`src/rtl/tmds_sequencer_if.sv`:
```
// tmds_sequencer_if: pixel-source, encoder and serializer signals of the TMDS sequencer.
// The master modport is the sequencer's view; slave is the surrounding system's view.
interface tmds_sequencer_if;
    logic [7:0]  pix_r;
    logic [7:0]  pix_g;
    logic [7:0]  pix_b;
    logic        pix_rdy;
    logic [10:0] x;
    logic [10:0] y;
    logic        frame_start;
    logic [7:0]  enc_din0;
    logic [7:0]  enc_din1;
    logic [7:0]  enc_din2;
    logic [9:0]  enc_q0;
    logic [9:0]  enc_q1;
    logic [9:0]  enc_q2;
    logic [9:0]  tmds0;
    logic [9:0]  tmds1;
    logic [9:0]  tmds2;

    modport master (
        input  pix_r, pix_g, pix_b, enc_q0, enc_q1, enc_q2,
        output pix_rdy, x, y, frame_start, enc_din0, enc_din1, enc_din2, tmds0, tmds1, tmds2
    );

    modport slave (
        output pix_r, pix_g, pix_b, enc_q0, enc_q1, enc_q2,
        input  pix_rdy, x, y, frame_start, enc_din0, enc_din1, enc_din2, tmds0, tmds1, tmds2
    );
endinterface

```
`src/rtl/tmds_sequencer.sv`:
```
// tmds_sequencer: raster timing and per-channel symbol scheduling in front of three TMDS encoders.
// Define TMDS_SEQ_HDMI_GUARD_EN to insert the HDMI video preamble and leading guard band.
module tmds_sequencer #(
    parameter int H_ACTIVE = 640,
    parameter int H_FP     = 16,
    parameter int H_SYNC   = 96,
    parameter int H_BP     = 48,
    parameter int V_ACTIVE = 480,
    parameter int V_FP     = 10,
    parameter int V_SYNC   = 2,
    parameter int V_BP     = 33,
    parameter bit SYNC_POL = 1'b0
) (
    input  logic              clk,
    input  logic              rst_n,
    tmds_sequencer_if.master  bus
);
    localparam int H_TOT = H_ACTIVE + H_FP + H_SYNC + H_BP;
    localparam int V_TOT = V_ACTIVE + V_FP + V_SYNC + V_BP;
    localparam logic [10:0] H_ACT_L  = 11'(H_ACTIVE);
    localparam logic [10:0] H_LAST   = 11'(H_TOT - 1);
    localparam logic [10:0] HS_BEG   = 11'(H_ACTIVE + H_FP);
    localparam logic [10:0] HS_END   = 11'(H_ACTIVE + H_FP + H_SYNC);
    localparam logic [10:0] V_ACT_L  = 11'(V_ACTIVE);
    localparam logic [10:0] V_LAST   = 11'(V_TOT - 1);
    localparam logic [10:0] VS_BEG   = 11'(V_ACTIVE + V_FP);
    localparam logic [10:0] VS_END   = 11'(V_ACTIVE + V_FP + V_SYNC);
    localparam logic [9:0]  CTL_00   = 10'b1101010100;
    localparam logic [9:0]  CTL_01   = 10'b0010101011;
    localparam logic [9:0]  CTL_10   = 10'b0101010100;
    localparam logic [9:0]  CTL_11   = 10'b1010101011;
    localparam logic [9:0]  BLANK0   = SYNC_POL ? CTL_00 : CTL_11;

    function automatic logic [9:0] ctl_sym(input logic [1:0] c);
        return c == 2'b00 ? CTL_00 : c == 2'b01 ? CTL_01 : c == 2'b10 ? CTL_10 : CTL_11;
    endfunction

    logic [10:0] h, v, h_nxt, v_nxt, v_inc;
    logic        de, hs, vs, fs_q, de_q;
    logic [9:0]  ctl0, ctl1, ctl2, ctl0_q, ctl1_q, ctl2_q, t0, t1, t2;

    always_comb begin
        v_inc = v == V_LAST ? 11'd0 : v + 11'd1;
        h_nxt = h == H_LAST ? 11'd0 : h + 11'd1;
        v_nxt = h == H_LAST ? v_inc : v;
        de    = (h < H_ACT_L) && (v < V_ACT_L);
        hs    = (h >= HS_BEG && h < HS_END) ? SYNC_POL : !SYNC_POL;
        vs    = (v >= VS_BEG && v < VS_END) ? SYNC_POL : !SYNC_POL;
    end

`ifdef TMDS_SEQ_HDMI_GUARD_EN
    localparam logic [10:0] PRE_BEG = 11'(H_TOT - 10);
    localparam logic [10:0] GB_BEG  = 11'(H_TOT - 2);
    localparam logic [9:0]  GB_0    = 10'b1011001100;
    localparam logic [9:0]  GB_1    = 10'b0100110011;
    logic pre, gb;
    // Preamble and guard band lead into every line whose successor carries video.
    always_comb begin
        pre  = (v_inc < V_ACT_L) && h >= PRE_BEG && h < GB_BEG;
        gb   = (v_inc < V_ACT_L) && h >= GB_BEG;
        ctl0 = gb ? GB_0 : ctl_sym({vs, hs});
        ctl1 = gb ? GB_1 : pre ? CTL_01 : CTL_00;
        ctl2 = gb ? GB_0 : CTL_00;
    end
`else
    always_comb begin
        ctl0 = ctl_sym({vs, hs});
        ctl1 = CTL_00;
        ctl2 = CTL_00;
    end
`endif

    // Stage 1 lines control decisions up with enc_q; stage 2 picks the final symbol.
    always_ff @(posedge clk) begin
        if (!rst_n) begin
            h      <= 11'd0;
            v      <= V_ACT_L;
            fs_q   <= 1'b0;
            de_q   <= 1'b0;
            ctl0_q <= BLANK0;
            ctl1_q <= CTL_00;
            ctl2_q <= CTL_00;
            t0     <= BLANK0;
            t1     <= CTL_00;
            t2     <= CTL_00;
        end else begin
            h      <= h_nxt;
            v      <= v_nxt;
            fs_q   <= h_nxt == 11'd0 && v_nxt == 11'd0;
            de_q   <= de;
            ctl0_q <= ctl0;
            ctl1_q <= ctl1;
            ctl2_q <= ctl2;
            t0     <= de_q ? bus.enc_q0 : ctl0_q;
            t1     <= de_q ? bus.enc_q1 : ctl1_q;
            t2     <= de_q ? bus.enc_q2 : ctl2_q;
        end
    end

    assign bus.pix_rdy     = de;
    assign bus.x           = h;
    assign bus.y           = v;
    assign bus.frame_start = fs_q;
    assign bus.enc_din0    = de ? bus.pix_b : 8'h00;
    assign bus.enc_din1    = de ? bus.pix_g : 8'h00;
    assign bus.enc_din2    = de ? bus.pix_r : 8'h00;
    assign bus.tmds0       = t0;
    assign bus.tmds1       = t1;
    assign bus.tmds2       = t2;
endmodule
```
`src/flat_wrapper.sv`:
```
// flat-port wrapper written by rule: the top's interface ports become plain ports
module tmds_sequencer_flat 
#(
    parameter int H_ACTIVE = 640,
    parameter int H_FP     = 16,
    parameter int H_SYNC   = 96,
    parameter int H_BP     = 48,
    parameter int V_ACTIVE = 480,
    parameter int V_FP     = 10,
    parameter int V_SYNC   = 2,
    parameter int V_BP     = 33,
    parameter bit SYNC_POL = 1'b0
)
  (clk, rst_n, bus_pix_r, bus_pix_g, bus_pix_b, bus_enc_q0, bus_enc_q1, bus_enc_q2, bus_pix_rdy, bus_x, bus_y, bus_frame_start, bus_enc_din0, bus_enc_din1, bus_enc_din2, bus_tmds0, bus_tmds1, bus_tmds2);
  tmds_sequencer_if bus_i ();
  input  logic clk;
  input  logic rst_n;
  input wire logic [$bits(bus_i.pix_r)-1:0] bus_pix_r;
  input wire logic [$bits(bus_i.pix_g)-1:0] bus_pix_g;
  input wire logic [$bits(bus_i.pix_b)-1:0] bus_pix_b;
  input wire logic [$bits(bus_i.enc_q0)-1:0] bus_enc_q0;
  input wire logic [$bits(bus_i.enc_q1)-1:0] bus_enc_q1;
  input wire logic [$bits(bus_i.enc_q2)-1:0] bus_enc_q2;
  output wire logic [$bits(bus_i.pix_rdy)-1:0] bus_pix_rdy;
  output wire logic [$bits(bus_i.x)-1:0] bus_x;
  output wire logic [$bits(bus_i.y)-1:0] bus_y;
  output wire logic [$bits(bus_i.frame_start)-1:0] bus_frame_start;
  output wire logic [$bits(bus_i.enc_din0)-1:0] bus_enc_din0;
  output wire logic [$bits(bus_i.enc_din1)-1:0] bus_enc_din1;
  output wire logic [$bits(bus_i.enc_din2)-1:0] bus_enc_din2;
  output wire logic [$bits(bus_i.tmds0)-1:0] bus_tmds0;
  output wire logic [$bits(bus_i.tmds1)-1:0] bus_tmds1;
  output wire logic [$bits(bus_i.tmds2)-1:0] bus_tmds2;
  assign bus_i.pix_r = bus_pix_r;
  assign bus_i.pix_g = bus_pix_g;
  assign bus_i.pix_b = bus_pix_b;
  assign bus_i.enc_q0 = bus_enc_q0;
  assign bus_i.enc_q1 = bus_enc_q1;
  assign bus_i.enc_q2 = bus_enc_q2;
  assign bus_pix_rdy = bus_i.pix_rdy;
  assign bus_x = bus_i.x;
  assign bus_y = bus_i.y;
  assign bus_frame_start = bus_i.frame_start;
  assign bus_enc_din0 = bus_i.enc_din0;
  assign bus_enc_din1 = bus_i.enc_din1;
  assign bus_enc_din2 = bus_i.enc_din2;
  assign bus_tmds0 = bus_i.tmds0;
  assign bus_tmds1 = bus_i.tmds1;
  assign bus_tmds2 = bus_i.tmds2;
  tmds_sequencer #(.H_ACTIVE(H_ACTIVE), .H_FP(H_FP), .H_SYNC(H_SYNC), .H_BP(H_BP), .V_ACTIVE(V_ACTIVE), .V_FP(V_FP), .V_SYNC(V_SYNC), .V_BP(V_BP), .SYNC_POL(SYNC_POL)) u_core (.clk(clk), .rst_n(rst_n), .bus(bus_i));
endmodule
```
`config.mk`:
```
export PLATFORM = sky130hd
export DESIGN_NAME = tmds_sequencer_flat
export DESIGN_NICKNAME = d
export VERILOG_FILES = /design/src/rtl/tmds_sequencer_if.sv /design/src/rtl/tmds_sequencer.sv /design/src/flat_wrapper.sv
export SDC_FILE = /design/constraint.sdc
export NUM_CORES = 1
export LEC_CHECK = 0
export BUFFER_PORTS_ARGS = -buffer_cell sky130_fd_sc_hd__buf_2
export CAP_MARGIN = 0
export CORE_UTILIZATION = 35
export CTS_CLUSTER_DIAMETER = 40
export DETAILED_ROUTE_END_ITERATION = 12
export SLEW_MARGIN = 20
export SYNTH_ARGS = -nofsm -noshare
export SYNTH_HDL_FRONTEND = slang
export SYNTH_SLANG_ARGS = --single-unit
```
`constraint.sdc`:
```
create_clock -name clk -period 3.97 [get_ports clk]
set_input_delay 0.5955 -clock clk [delete_from_list [all_inputs] [get_ports clk]]
set_output_delay 0.5955 -clock clk [all_outputs]
set_load 0.005 [all_outputs]
```
==> impl_metrics.py, run 1 <==
metrics = {
    "hold_path": {
        "worstHoldPathType": "in2reg",
        "hp-start": "bus_enc_q1[4]",
        "holdPathStages": 2,
        "holdPathEnd": "u_core.bus.tmds1[4]$_SDFF_PN1_",
    },
    "placed_design": {
        "hpwl_mm": 4.659,
        "io_buffers": 133,
        "dp_cells": 503,
        "gp_congestion": 0.8416,
    },
    "synth": {
        "yosysMostFrequentCell": "dfxtp_1",
        "synth_ff_type": "dfxtp_1",
        "synth_compound_area_frac": 0.1246,
        "synth_top_family_by_area": "simple AND/OR/NAND/NOR gates",
        "synthSimpleGateAreaFrac": 0.3373,
        "muxShareOfSynthArea": 0.01150,
        "syn_inst": 290,
        "synth_edf_count": 0,
        "netlist_top_cells_count": "57 x dfxtp_1, 31 x and2_1, 24 x nand2_1",
        "synth_largest_area_cell": "dfxtp_1",
        "avgSynthCellArea_um2": 9.004,
        "yosys_warnings": 0,
        "synth-seq-cells": 57,
        "ys_async_sr_fraction": 0,
        "synth_area_leaders": "dfxtp_1 44%, and2_1 7.4%, nand2_1 3.4%, and3_1 3.4%, or2_2 2.6%",
        "synthesis.area_um2": 2611,
        "synth_fp_nets": 350,
        "yosysTopAreaCellShare": 0.4370,
        "synth_xor_area_frac": 0.03019,
        "yosysUniqueCellTypes": 52,
        "ys_seq_area_frac": 0.4370,
        "synthAdderAreaFrac": 0.01917,
    },
    "setup_path": {
        "worstPathMaxFanout": 26,
        "worst_ep_arrival_time_ns": 1.97,
        "critical_path_required_ns": 3.37,
        "rr_startpoint": "u_core.bus.x[0]$_SDFF_PN0_",
        "crit_start": "u_core.bus.y[6]$_SDFF_PN1_",
        "path_delay_family": "simple AND/OR/NAND/NOR gates",
        "crit_path_max_incr_delay_ns": 0.50,
        "crit_chain": "nand4_1, and4b_1, and2_1, buf_2",
        "worstRegToRegCells": 7,
        "slowest_stage": "dfxtp_1",
        "cp-end-kind": "primary output",
        "crit_path_start_kind": "flop",
        "rrSetupSlack_ns": 1.53,
        "crit_type": "reg2out",
        "r2r_end": "u_core.bus.frame_start$_SDFF_PN0_",
        "path_buf_inv": 1,
    },
    "sta": {
        "maxSlewHeadroom": 0.5757,
        "tightest_slew_ns": 0.6356,
        "fin_skew_ns": 0.009448,
        "holdWs_ns": 0.4395,
        "finalHoldViolCount": 0,
        "slew_violations": 0,
        "finalSetupViolations": 0,
        "period_share": 0.6463,
        "grt_setup_unrepaired": "false",
        "fmax_ghz": 0.3898,
        "fin_setup_tns_ns": 0,
        "period_needed_ns": 2.566,
    },
    "finish": {
        "fin_cells": 519,
        "drive_gt1_frac": 0.4024,
        "fin_nets": 475,
        "nFillCells": 721,
        "postLayoutCoreUtil": 0.4938,
        "antenna_cells": 0,
        "area_delta_synth_final_pct": 36.42,
    },
    "global_route": {
        "grt_max_degree": 40,
        "first_global_vias": 2229,
        "grt_first_pass_wirelength_mm": 10.19,
        "track_usage": 0.1712,
        "grt-ovfl-total": 0,
        "antenna_found_initial": 0,
    },
    "cts": {
        "clk_latency_ns": 0.34,
        "clkTransAtPathRegs_ns": 0.07,
        "post_cts_buffers": 0,
        "cts_sinks": 57,
        "cts.path.max_buffers": 2,
        "htree_levels": 3,
        "root_buffer": "clkbuf_8",
        "cts_tree": "done",
        "hold_buffers": 0,
        "cts_inserted_buffers": 9,
        "cts_resized": 0,
    },
    "floorplanning": {
        "core-area_um2": 7214,
        "die_area_um2": 7810,
        "num_rows": 31,
        "die_h_um": 88.38,
        "io_pins": 134,
        "initial_core_util": 0.3619,
        "die_x_um": 88.38,
    },
    "power": {
        "p_leak_nw": 1.670,
        "powerDensity_nw_per_um2": 363.4,
        "peakVddDrop_mv": 0.1647,
    },
    "drt": {
        "drcViolationCount": 0,
        "postRouteWirelength_mm": 6.490,
        "vias": 2518,
        "dr.pass1.iters": 4,
        "ant_nets": 0,
        "via_per_inst": 4.852,
        "drtIter0Drc": 122,
        "wl_per_cell_um": 12.50,
    },
    "outcome": {
        "status": "finished, final reports clean",
    },
    "run": {
        "maxCapViolations": 0,
    },
}
worst max path at each step:
stage                                         to  slack, ns  depth (start not counted)
2_1_floorplan  u_core.bus.frame_start$_SDFF_PN0_       1.97                          7
3_3_place_gp   u_core.bus.frame_start$_SDFF_PN0_       1.67                          7
3_5_place_dp   u_core.bus.frame_start$_SDFF_PN0_       1.55                          7
4_1_cts                          bus_enc_din2[7]       1.36                          4
5_1_grt        u_core.bus.frame_start$_SDFF_PN0_       1.21                          7
6_report                         bus_enc_din2[7]       1.40                          4
cell families (layout without fill, tap and decap cells):
group	Yosys count	in the layout
simple gates	148	148
buf+inv	25	155
xor+xnor	9	9
compound gates	44	44
mux	3	3
flops	57	57
fa+ha+maj	4	4
per-layer routing:
metal / global-route usage / up-vias / part of all wire
met5: 0 / - / 0
met4: 0.06598 / 0 / 0.013
met3: 0.06437 / 7 / 0.11
met2: 0.2755 / 142 / 0.43
met1: 0.2073 / 1107 / 0.45
li1: - / 1262 / -
placed cells by master (no fill, tap or decap), types with 2 or more instances in the layout:
cell,n
inv_1,6
a21o_1,6
o31ai_1,2
or4_1,3
o311ai_0,4
a22oi_1,3
a21oi_1,2
nand3_1,9
and2_1,31
xor2_1,3
and3_1,14
and4b_1,2
nor2b_1,3
xnor2_1,6
nor2_1,16
or3_1,4
buf_2,133
a21boi_0,8
nand3b_1,3
nand4_1,8
nand2b_1,3
o21ai_0,9
clkbuf_8,10
mux2i_1,3
or2_2,11
bufinv_16,3
nand2_1,24
dfxtp_1,57
ha_1,4
nor3_1,6
flip-flops by register name (all words and copies together) (netlist names):
register                flops
u_core.bus.frame_start      1
u_core.bus.tmds0           10
u_core.bus.tmds1           10
u_core.bus.tmds2           10
u_core.bus.x               11
u_core.bus.y               11
u_core.ctl0_q               3
u_core.de_q                 1
where the power goes:
group | internal, W | leakage [nW] | switching (W)
clock network | 0.000433 | 0.120 | 0.000236
registers | 0.000575 | 0.461 | 0.00000512
logic | 0.0000274 | 1.09 | 0.0000173
total | 0.00104 | 1.67 | 0.000259
metrics by stage:
| stage | total power [W] | setup slack [ns] | cell area [um2] |
|---|---|---|---|
| 2_1_floorplan | 0.0006067 | 1.965 | 2611 |
| 3_3_place_gp | 0.0006384 | 1.666 | 3318 |
| 3_5_place_dp | 0.0006383 | 1.549 | 3318 |
| 4_1_cts | 0.001311 | 1.362 | 3562 |
| 5_1_grt | 0.001346 | 1.209 | 3562 |
| 6_report | 0.001295 | 1.404 | 3562 |
worst register-to-register path, cell delays in order (launching register included):
cell       delay, ns
dfxtp_1         0.37
ha_1            0.27
and4_1          0.30
nand3_1         0.35
o21ai_0         0.31
nor4bb_1        0.32
nand4_1         0.14
a2111oi_2       0.29
area by class of cell:
class                           instances  area, um2  share of cell area
Clock inverter                          5      102.6             0.02880
Tap cell                               99      123.9             0.03477
Multi-Input combinational cell        208       1365              0.3832
Timing Repair Buffer                  133      665.6              0.1869
Sequential cell                        57       1141              0.3203
Clock buffer                           11      141.4             0.03969
Inverter                                6      22.52            0.006322
No activity file was read; power rests on OpenSTA's default activity.
==> run 2, diff against run 1 <==
- PLACE_DENSITY: not set -> 0.67
- clock period: 3.97 -> 2.2 ns (I/O delays scaled with it)
==> impl_metrics.py, run 2 (synthesized netlist as in run 1, its figures left out) <==
metrics = {
    "floorplanning": {
        "core-area_um2": 7214,
        "die_x_um": 88.38,
        "num_rows": 31,
        "io_pins": 134,
        "initial_core_util": 0.3619,
        "die_h_um": 88.38,
        "die_area_um2": 7810,
    },
    "cts": {
        "cts_tree": "done",
        "root_buffer": "clkbuf_8",
        "clk_latency_ns": 0.34,
        "htree_levels": 3,
        "hold_buffers": 0,
        "cts_inserted_buffers": 9,
        "cts.path.max_buffers": 2,
        "clkTransAtPathRegs_ns": 0.06,
        "cts_sinks": 57,
    },
    "placed_design": {
        "gp_congestion": 0.8799,
        "hpwl_mm": 5.192,
        "pre_cts_slack_ns": -0.01904,
        "io_buffers": 133,
        "dp_cells": 524,
    },
    "global_route": {
        "grt_max_degree": 32,
        "first_global_vias": 2419,
        "track_usage": 0.1828,
        "antenna_found_initial": 0,
        "grt_first_pass_wirelength_mm": 10.88,
        "grt-ovfl-total": 0,
    },
    "finish": {
        "ff_latch_area_um2": 1145,
        "drive_gt1_frac": 0.4568,
        "layout_commonest_cell": "buf_2",
        "fin_cells": 539,
        "multi_input_area_um2": 1424,
        "postLayoutCoreUtil": 0.5168,
        "fin_nets": 497,
        "final_cell_mix": "133 x buf_2, 54 x dfxtp_1, 31 x and2_1",
        "antenna_cells": 0,
        "area_delta_synth_final_pct": 42.79,
        "nFillCells": 686,
    },
    "power": {
        "peakVddDrop_mv": 0.2500,
        "p_leak_nw": 1.758,
        "powerDensity_nw_per_um2": 555.7,
        "power_w": 0.002072,
    },
    "sta": {
        "tightest_slew_ns": 0.5181,
        "period_share": 0.9463,
        "finalSetupViolations": 0,
        "period_needed_ns": 2.082,
        "fin_skew_ns": 0.008624,
        "fmax_ghz": 0.4803,
        "maxSlewHeadroom": 0.6510,
        "finalHoldViolCount": 0,
        "fin_ws_ns": 0.1182,
        "slew_violations": 0,
        "fin_setup_tns_ns": 0,
    },
    "hold_path": {
        "worstHoldPathType": "in2reg",
    },
    "setup_path": {
        "cp-end-kind": "flop",
        "worstPathMaxFanout": 6,
        "critical_path_required_ns": 2.43,
        "crit_chain": "or3_4, nor4_4, buf_4, o21ai_0, a22oi_1, nand4_1, a2111oi_4",
        "worst_ep_arrival_time_ns": 2.32,
        "crit_path_start_kind": "flop",
        "rrSetupSlack_ns": 0.12,
        "path_delay_family": "simple AND/OR/NAND/NOR gates",
        "crit_path_max_incr_delay_ns": 0.41,
        "path_buf_inv": 1,
        "slowest_stage": "or3_4",
        "crit_type": "reg2reg",
    },
    "drt": {
        "dr.pass1.iters": 4,
        "vias": 2687,
        "drcViolationCount": 0,
        "via_per_inst": 4.985,
        "postRouteWirelength_mm": 7.120,
        "drtIter0Drc": 111,
        "ant_nets": 0,
        "wl_per_cell_um": 13.21,
    },
    "outcome": {
        "status": "finished, final reports clean",
    },
    "run": {
        "maxCapViolations": 0,
    },
}
[run 2: power breakdown]
group          internal, W   total, W  switching [W]
Combinational    0.0000535  0.0000881      0.0000346
Sequential         0.00104    0.00105      0.0000101
Clock             0.000534   0.000935       0.000400
[run 2: timing repair]
action,CTS,global route
endpoints found under the setup margin,25,25
endpoints found under the hold margin,0,0
cloned,0,0
setup buffers,1,0
pin swaps,1,2
resized for setup,4,13
[run 2: worst paths after layout]
path                          startpoint                                end  cells after the start
max reg2reg   u_core.bus.y[8]$_SDFF_PN1_  u_core.bus.frame_start$_SDFF_PN0_                      7
max           u_core.bus.y[8]$_SDFF_PN1_  u_core.bus.frame_start$_SDFF_PN0_                      7
min                        bus_enc_q1[2]     u_core.bus.tmds1[2]$_SDFF_PN1_                      2
min reg2reg  u_core.ctl0_q[9]$_SDFF_PP1_     u_core.bus.tmds0[9]$_SDFF_PN1_                      2
[run 2: cell type report]
type	count	share of cell area
well taps	99	0.03322
flip-flops and latches	57	0.3070
clock inverters	4	0.01208
inverters	6	0.006040
clock buffers	10	0.03691
multi-input cells	208	0.3819
repair buffers	155	0.2228
[run 2: per-layer routing]
metal	part of all wire	GRT usage	wire length, um	vias up
met1	0.43	0.2086	3032	1217
met4	0.026	0.1012	184	0
met2	0.46	0.3175	3286	152
met5	0	0	0	-
li1	-	-	-	1302
met3	0.087	0.03918	616	16
[run 2: per-stage QoR]
| stage | instance area [um2] | hold slack (ns) |
|---|---|---|
| floorplan | 2611 | 0.4177 |
| global placement | 3476 | 0.4240 |
| detailed placement | 3476 | 0.4321 |
| CTS | 3674 | 0.1640 |
| global route | 3729 | 0.1675 |
| finish | 3729 | 0.1749 |
